==> config.mk <==
export PLATFORM = sky130hd
export DESIGN_NAME = bambu_slave_initiator
export DESIGN_NICKNAME = d
export VERILOG_FILES = /design/src/rtl/bambu_slave_initiator.sv
export SDC_FILE = /design/constraint.sdc
export NUM_CORES = 1
export LEC_CHECK = 0
export CAP_MARGIN = 20
export CORE_AREA = 4 4 184 186
export DETAILED_ROUTE_END_ITERATION = 7
export DIE_AREA = 0 0 188 190
export MAX_ROUTING_LAYER = met4
export SLEW_MARGIN = 20
export SYNTH_ARGS = -nofsm -noshare
export SYNTH_HDL_FRONTEND = slang
export SYNTH_SLANG_ARGS = --single-unit
==> constraint.sdc <==
create_clock -name clock -period 14.21 [get_ports clock]
set_input_delay 2.1315 -clock clock [delete_from_list [all_inputs] [get_ports clock]]
set_output_delay 2.1315 -clock clock [all_outputs]
set_load 0.05 [all_outputs]
==> src/rtl/bambu_slave_initiator.sv <==
// Command/response initiator for the slave memory port and start/done handshake
// of a Bambu-generated accelerator top; only slave channel 0 is ever driven.
module bambu_slave_initiator #(
  parameter int ADDR_W      = 9,
  parameter int DATA_W      = 64,
  parameter int SIZE_W      = 7,
  parameter int RD_TIMEOUT  = 16,
  parameter int RUN_TIMEOUT = 200000000
) (
  input  logic                     clock,
  input  logic                     reset,
  input  logic                     cmd_valid,
  output logic                     cmd_ready,
  input  logic [1:0]               cmd_op,
  input  logic [ADDR_W-1:0]        cmd_addr,
  input  logic [DATA_W-1:0]        cmd_wdata,
  input  logic [SIZE_W-1:0]        cmd_size,
  output logic                     rsp_valid,
  output logic                     rsp_err,
  output logic [32+DATA_W-1:0]     rsp_data,
  output logic                     start_port,
  input  logic                     done_port,
  output logic [1:0]               S_oe_ram,
  output logic [1:0]               S_we_ram,
  output logic [2*ADDR_W-1:0]      S_addr_ram,
  output logic [2*DATA_W-1:0]      S_Wdata_ram,
  output logic [2*SIZE_W-1:0]      S_data_ram_size,
  input  logic [2*DATA_W-1:0]      Sout_Rdata_ram,
  input  logic [1:0]               Sout_DataRdy
);

  localparam int WAIT_W = $clog2(RD_TIMEOUT + 1);
  localparam int RSP_W  = 32 + DATA_W;

  typedef enum logic [2:0] {IDLE, WR, RD, START, RUN, RESP} state_e;

  state_e              state_q, state_d;
  logic [ADDR_W-1:0]   addr_q, addr_d;
  logic [DATA_W-1:0]   wdata_q, wdata_d;
  logic [SIZE_W-1:0]   size_q, size_d;
  logic [WAIT_W-1:0]   wait_q, wait_d;
  logic [31:0]         cnt_q, cnt_d;
  logic                rsp_err_q, rsp_err_d;
  logic [RSP_W-1:0]    rsp_data_q, rsp_data_d;

  // Channel 1 read data and ready are never consumed.
  logic unused_in;
  assign unused_in = ^{Sout_Rdata_ram[2*DATA_W-1:DATA_W], Sout_DataRdy[1]};

  always_ff @(posedge clock or posedge reset) begin
    if (reset) begin
      state_q    <= IDLE;
      addr_q     <= '0;
      wdata_q    <= '0;
      size_q     <= '0;
      wait_q     <= '0;
      cnt_q      <= '0;
      rsp_err_q  <= 1'b0;
      rsp_data_q <= '0;
    end else begin
      state_q    <= state_d;
      addr_q     <= addr_d;
      wdata_q    <= wdata_d;
      size_q     <= size_d;
      wait_q     <= wait_d;
      cnt_q      <= cnt_d;
      rsp_err_q  <= rsp_err_d;
      rsp_data_q <= rsp_data_d;
    end
  end

  always_comb begin
    state_d    = state_q;
    addr_d     = addr_q;
    wdata_d    = wdata_q;
    size_d     = size_q;
    wait_d     = wait_q;
    cnt_d      = cnt_q;
    rsp_err_d  = rsp_err_q;
    rsp_data_d = rsp_data_q;
    case (state_q)
      IDLE: begin
        if (cmd_valid) begin
          addr_d  = cmd_addr;
          wdata_d = cmd_wdata;
          size_d  = cmd_size;
          wait_d  = '0;
          cnt_d   = 32'd1;
          case (cmd_op)
            2'd0:    state_d = WR;
            2'd1:    state_d = RD;
            2'd2:    state_d = START;
            default: begin
              state_d    = RESP;
              rsp_err_d  = 1'b1;
              rsp_data_d = '0;
            end
          endcase
        end
      end
      WR, RD: begin
        if (Sout_DataRdy[0]) begin
          state_d    = RESP;
          rsp_err_d  = 1'b0;
          rsp_data_d = (state_q == RD) ? {32'd0, Sout_Rdata_ram[DATA_W-1:0]} : '0;
        end else if (wait_q == WAIT_W'(RD_TIMEOUT - 1)) begin
          state_d    = RESP;
          rsp_err_d  = 1'b1;
          rsp_data_d = '0;
        end else begin
          wait_d = wait_q + 1'b1;
        end
      end
      START, RUN: begin
        // Counter holds n+1 during cycle Tn, so it is the reported latency as-is.
        if (done_port) begin
          state_d    = RESP;
          rsp_err_d  = 1'b0;
          rsp_data_d = RSP_W'(cnt_q);
        end else if (cnt_q >= 32'(RUN_TIMEOUT)) begin
          state_d    = RESP;
          rsp_err_d  = 1'b1;
          rsp_data_d = RSP_W'(RUN_TIMEOUT);
        end else begin
          state_d = RUN;
          cnt_d   = cnt_q + 32'd1;
        end
      end
      RESP:    state_d = IDLE;
      default: state_d = IDLE;
    endcase
  end

  always_comb begin
    cmd_ready       = (state_q == IDLE);
    rsp_valid       = (state_q == RESP);
    start_port      = (state_q == START);
    S_oe_ram        = 2'b00;
    S_we_ram        = 2'b00;
    S_addr_ram      = '0;
    S_Wdata_ram     = '0;
    S_data_ram_size = '0;
    if (state_q == WR || state_q == RD) begin
      S_we_ram[0]     = (state_q == WR);
      S_oe_ram[0]     = (state_q == RD);
      S_addr_ram      = {{ADDR_W{1'b0}}, addr_q};
      S_data_ram_size = {{SIZE_W{1'b0}}, size_q};
      if (state_q == WR) S_Wdata_ram = {{DATA_W{1'b0}}, wdata_q};
    end
  end

  assign rsp_err  = rsp_err_q;
  assign rsp_data = rsp_data_q;

endmodule

==> impl_results.md, run 1 <==
- Post-CTS setup buffers: 0
- Initial drt markers: 374
- Drt drc: 0
- Register area share after synthesis: 49.7%
- Worst-path fanout max: 67
- CP Capture Type: output pin
- Wirelength per Cell: 15.8 um
- Switching share of power: 47.0%
- Placer Congestion: 0.824
- Register bit total from synthesis: 185
- Total CTS buffers: 17
- Clock power frac: 19.4%
- Clock slew at reported path FFs: 0.07 ns
- Cell Area, Placed: 12300 um^2
- WP data arrival: 3.14 ns
- Sequential cell area: 4630 um^2
- Worst setup SP type: register
- CP required: 12.08 ns
- Least-Margin Pin Slew: 0.924 ns
- Skew-Pair Late Insertion Delay: 0.44 ns
- Combinational share of power: 49.5%
- Commonest cells in the netlist: nand2_1, dfrtp_1, buf_4
- Finished Layout Cells: 1746
- GRT overflow: 0
- Syn_area_per_cell: 9.12 um^2
- CTS tree: done
- Max Slew Vio Count: 0
- Core Box Area: 32300 um^2
- Fin crit period: 5.27 ns
- Reg-to-reg setup timing slack: 11.27 ns
- Final setup vio count: 0
- Die area: 35700 um^2
- Max-slew headroom: 37.9%
- Peak supply drop: 106 uV
- Vias in the first global route: 7685
- Setup CP Type: register to output pin
- Maximum clock path buffer count: 2
- Max Cap Viol: 0
- P_int: 1300 uW
- Top-count cell post-synth: nand2_1
- Psw: 1150 uW
- Initial core utilization: 28.9%
- # IOs: 480
- Initial DRT Pass Iterations: 6
- Pre-CTS WS: 9.02 ns
- Worst hold path type: register to register
- RSZ-0062 raised after global routing: false
- Post-CTS sizing: 0
- N_diodes: 0
- Status: finished clean
- Die Wd: 188 um
- Netlist Area Pre-Place: 9320 um^2
- Number of vias per cell: 4.42
- Synth area leaders: dfrtp_1, nand2_1, buf_4
- Clk root buf: clkbuf_16
- Cell Rows: 66
- EDFF count, synth: 0
- Area leader, netlist: dfrtp_1
- Detail Placement HPWL: 18900 um
- Final wirelength: 27500 um
- Largest net degree at the start of global routing: 126
- First-pass GRT wire length: 43000 um
- Setup ws final: 8.94 ns
- P&R area growth vs syn: 38.3%
- Hold Buf Count CTS: 0
- Crit path to: S_addr_ram[3]
- Yosys warns: 0
- Max frequency: 190 MHz
- Remaining antenna violation count: 0
- Initial antenna violation count: 0
- Fill count: 3174
- Synth Instances: 1021
- Setup TNS: 0 ns
- P per Cell Area: 191 nW/um^2
- Unique cell type count in the Yosys netlist: 46
- Via count: 7720
- Synth top area share: 49.7%
- Clock Sinks: 185
- Crit path launch: state_q[0]
- Layout cells sized above 1: 4.29%
- Port-buffer cells: 300
- Final hold vios: 0
- Fin nets: 1513
- Die height: 190 um
- GRT Util Overall: 15.4%
- Reg2reg start: wait_q[0]
- P_leak: 0.00607 uW
- Final Cell Area: 12900 um^2
- Fin util: 39.9%
- Ys flop type: dfrtp_1
- Cell count after placement: 1713
- Reg2reg path depth: 11
- Seq pwr share: 31.1%
- Clock Skew: 0.00839 ns
- Area occupied by multi-input gates: 3930 um^2
- Fin crit share: 37.1%
- H-Tree Depth: 4
- Fraction of registers with async set/reset: 100%
- RR Endpoint: rsp_data[24]
==> flip-flops by register name, summed over array words and instances (netlist names) <==
name      cells
cnt_q        32
size_q        7
state_q       3
addr_q        9
rsp_data     64
wdata_q      64
wait_q        5
rsp_err       1
==> layout by cell type, fill, tap and decap left out, types with 2 or more instances in the layout <==
master and instances:
o211ai_1 6, clkbuf_8 2, clkdlybuf4s50_1 300, or3_1 8, nand2_1 263, a21o_1 20, buf_4 12, and3_1 7
clkbuf_16 17, nand3b_1 3, and4_1 4, nand4_1 8, a21oi_1 47, clkinv_2 2, o41ai_1 3, or4b_1 3
a211oi_1 2, o22ai_1 3, o31ai_1 8, clkinvlp_4 4, and2_1 70, inv_8 2, mux2i_1 3, nor2b_1 18
nand3_1 14, a22o_1 53, dfrtp_1 185, inv_1 21, ha_1 6, nor2_1 16, conb_1 114, inv_6 3
nand2b_1 2, nor3_1 4, o21ai_0 35, xor2_1 2, or4_1 12
==> how the worst min path moves through the flow <==
stage / startpoint / to / slack [ns] / depth (start not counted)
finish: wdata_q[60] / wdata_q[60] / 0.46 / 2
global route: wdata_q[7] / wdata_q[7] / 0.48 / 2
CTS: wdata_q[8] / wdata_q[8] / 0.47 / 2
detailed placement: wdata_q[8] / wdata_q[8] / 0.45 / 2
global placement: wdata_q[22] / wdata_q[22] / 0.45 / 2
floorplan: wdata_q[0] / wdata_q[0] / 0.44 / 2
==> power groups by stage <==
stage | combinational (uW) | clock, uW | sequential [uW]
2_1_floorplan | 764 | 0 | 854
3_3_place_gp | 1230 | 0 | 767
3_5_place_dp | 1230 | 0 | 773
4_1_cts | 1230 | 495 | 764
5_1_grt | 1320 | 515 | 785
6_report | 1220 | 476 | 763
==> metal layers <==
| metal | global-route usage (%) | vias up | share of wire [%] |
|---|---|---|---|
| li1 | - | 3702 | - |
| met1 | 19.3 | 3709 | 43 |
| met2 | 23.9 | 293 | 47 |
| met3 | 5.49 | 16 | 9.0 |
| met4 | 3.75 | 0 | 0.91 |
| met5 | - | - | 0 |
==> logic make-up (layout without fill, tap and decap cells) <==
kind of cell | Yosys count | in the layout | synth area share, %
simple gates | 441 | 441 | 22.3
other cells | 1 | 114 | 0.0403
buf+inv | 197 | 367 | 13.0
compound gates | 186 | 186 | 13.6
mux | 3 | 3 | 0.322
fa+ha+maj | 6 | 6 | 0.806
xor+xnor | 2 | 2 | 0.188
flops | 185 | 185 | 49.7
==> critical path, stage by stage (launching register included) <==
cell and delay, ns:
dfrtp_1 0.58, nor3b_2 0.23, buf_4 0.48, nor2_2 0.19, buf_6 0.21, nor2b_1 0.13, clkdlybuf4s50_1 0.84
==> metrics by stage <==
step	power, uW	hold WS [ns]
6_report	2450	0.462
3_3_place_gp	1990	0.449
3_5_place_dp	2000	0.454
5_1_grt	2610	0.481
4_1_cts	2490	0.471
2_1_floorplan	1620	0.437
==> area by class of cell <==
class                           instances  share of cell area, %
Clock buffer                           20                   3.55
Clock inverter                         12                  0.903
Inverter                               22                  0.699
Multi-Input combinational cell        752                   30.5
Sequential cell                       185                   35.9
Tap cell                              442                   4.29
Timing Repair Buffer                  313                   24.1
(Power assumes the default switching activity.)
==> inputs of run 2 (changes only) <==
Settings changed: CORE_AREA 4 4 184 186 to 4 4 182 184, DIE_AREA 0 0 188 190 to 0 0 186 188.
Clock period 14.21 ns to 5.4 ns, I/O delays scaled along.
==> run 2 against run 1 <==
Compared with the run above: die area down 2.1%; critical path depth down 2; utilization up 1.1 points; combinational power rose to 2.6 times the previous value; final area down 0.16%; hold slack better by 0.0037 ns; clock skew up 0.0063 ns; worst setup slack worse by 7.3 ns.
==> impl_results.md, run 2 (same netlist as run 1, synthesis figures left out) <==
- Clock Skew: 0.0147 ns (+0.00627 ns)
- Cell Rows: 65 (-1.5%)
- Clock slew at reported path FFs: 0.08 ns (about the same)
- First-pass GRT wire length: 42600 um (-0.98%)
- Fin crit period: 3.79 ns
- Initial core utilization: 29.7% (+0.82 points)
- Core Box Area: 31400 um^2 (-2.8%)
- Hold Buf Count CTS: 0 (unchanged)
- Final setup vio count: 0 (unchanged)
- CP required: 4.59 ns (-7.49 ns)
- Drt drc: 0 (unchanged)
- Worst hold path type: register to register
- GRT Util Overall: 15.7% (+0.31 points)
- Detail Placement HPWL: 19100 um (+0.90%)
- Peak supply drop: 300 uV (+180%)
- P_int: 3460 uW (+170%)
- CTS tree: done
- N_diodes: 0 (unchanged)
- Total CTS buffers: 17 (unchanged)
- Commonest cells after routing, fill and taps aside: clkdlybuf4s50_1, nand2_1, dfrtp_1
- CP Capture Type: output pin
- H-Tree Depth: 4 (unchanged)
- Max frequency: 264 MHz
- Largest net degree at the start of global routing: 113 (-10%)
- Fin nets: 1513 (unchanged)
- Commonest non-fill, non-tap cell in the layout: clkdlybuf4s50_1
- Via count: 7707 (-0.17%)
- Switching share of power: 46.7% (-0.34 points)
- Die area: 35000 um^2 (-2.1%)
- Placer Congestion: 0.807 (-2.1%)
- Clock power frac: 19.8% (+0.4 points)
- Port-buffer cells: 300 (unchanged)
- WP data arrival: 2.98 ns (-0.16 ns)
- Clk root buf: clkbuf_16
- Remaining antenna violation count: 0 (unchanged)
- Max Cap Viol: 0 (unchanged)
- Die height: 188 um (-1.1%)
- Post-CTS setup buffers: 0 (unchanged)
- # IOs: 480 (unchanged)
- Seq pwr share: 31.0% (about the same)
- Fin util: 41.0% (+1.1 points)
- Combinational share of power: 49.1% (-0.4 points)
- Post-CTS sizing: 0 (unchanged)
- Skew-Pair Late Insertion Delay: 0.44 ns (about the same)
- Max-slew headroom: 31.8% (-6.1 points)
- Fin crit share: 70.2%
- Clock Sinks: 185 (unchanged)
- GRT overflow: 0 (unchanged)
- Maximum clock path buffer count: 2 (unchanged)
- Initial antenna violation count: 0 (unchanged)
- Number of vias per cell: 4.52 (+2.2%)
- Setup TNS: 0 ns (unchanged)
- Least-Margin Pin Slew: 1.02 ns (+0.0915 ns)
- Cell count after placement: 1674 (-2.3%)
- Layout cells sized above 1: 4.29% (unchanged)
- P&R area growth vs syn: 38.0%
- P_leak: 0.00608 uW (+0.16%)
- Psw: 3030 uW (+160%)
- Fill count: 3174 (unchanged)
- Max Slew Vio Count: 0 (unchanged)
- Setup CP Type: register to output pin
- Worst-path fanout max: 66 (-1.5%)
- Vias in the first global route: 7700 (+0.20%)
- Finished Layout Cells: 1706 (-2.3%)
- Final wirelength: 27400 um (-0.39%)
- Worst setup SP type: register
- RSZ-0062 raised after global routing: false
- Status: finished clean
- Cells on Worst Hold Path: 2 (unchanged)
- Initial DRT Pass Iterations: 5 (-1)
- Initial drt markers: 404 (+8.0%)
- Final hold vios: 0 (unchanged)
- Die Wd: 186 um (-1.1%)
- P per Cell Area: 504 nW/um^2 (+160%)
- Reg2reg path depth: 7 (-4)
- Wirelength per Cell: 16.1 um (+1.9%)
==> run 2: changes by cell type in the layout (fill, tap and decap cells not counted), sizes merged <==
cell / previous run / this run
bufinv: 1 / 2
clkbuf: 20 / 19
clkinvlp: 4 / 5
inv: 26 / 25
==> run 2: critical path, cell delays in order (launching register included) <==
cell and delay, ns:
dfrtp_1 0.60, nor3b_2 0.30, buf_4 0.49, and2_1 0.21
clkdlybuf4s50_1 0.86
==> run 2: layer usage <==
metal  share of wire (%)  GRT usage [%]  vias up
met5                   0              -        -
met4                 1.5           4.48        0
met3                 9.5           5.61       23
met2                  47           24.5      304
met1                  42           19.2     3670
li1                    -              -     3710
==> run 2: worst paths after layout <==
path | startpoint | end | slack, ns
worst max register to register | state_q[2] | cnt_q[13] | 2.58
worst min-delay path | wdata_q[16] | wdata_q[16] | 0.47
max in group asynchronous | reset | wdata_q[16] | 3.57
worst min register to register | wdata_q[16] | wdata_q[16] | 0.47
worst max-delay path | state_q[0] | S_Wdata_ram[3] | 1.61
min in group asynchronous | reset | wdata_q[59] | 0.76
==> run 2: power groups by stage <==
stage	combinational [uW]	clock [uW]	sequential [uW]
2_1_floorplan	2010	0	2250
3_3_place_gp	3230	0	2020
3_5_place_dp	3250	0	2030
4_1_cts	3250	1340	2010
5_1_grt	3450	1390	2070
6_report	3190	1290	2010
==> run 2: metrics by stage <==
| stage | setup slack, ns | hold slack, ns | power [uW] | area (um^2) |
|---|---|---|---|---|
| final | 1.61 | 0.466 | 6490 | 12900 |
| after global routing | 1.36 | 0.480 | 6910 | 12900 |
| after CTS | 1.50 | 0.471 | 6610 | 12900 |
| after detailed placement | 1.74 | 0.454 | 5280 | 12300 |
| after global placement | 1.74 | 0.449 | 5250 | 12300 |
| after floorplan | 1.29 | 0.437 | 4260 | 9740 |
==> run 2: area by class of cell <==
cell class	count	area, um^2	share of cell area (%)
tap	402	503	3.91
clock inverter	13	143	1.11
sequential	185	4630	36.0
clock buffer	19	443	3.44
inverter	22	86.3	0.671
timing repair buffer	313	3130	24.3
multi-input combinational	752	3930	30.6
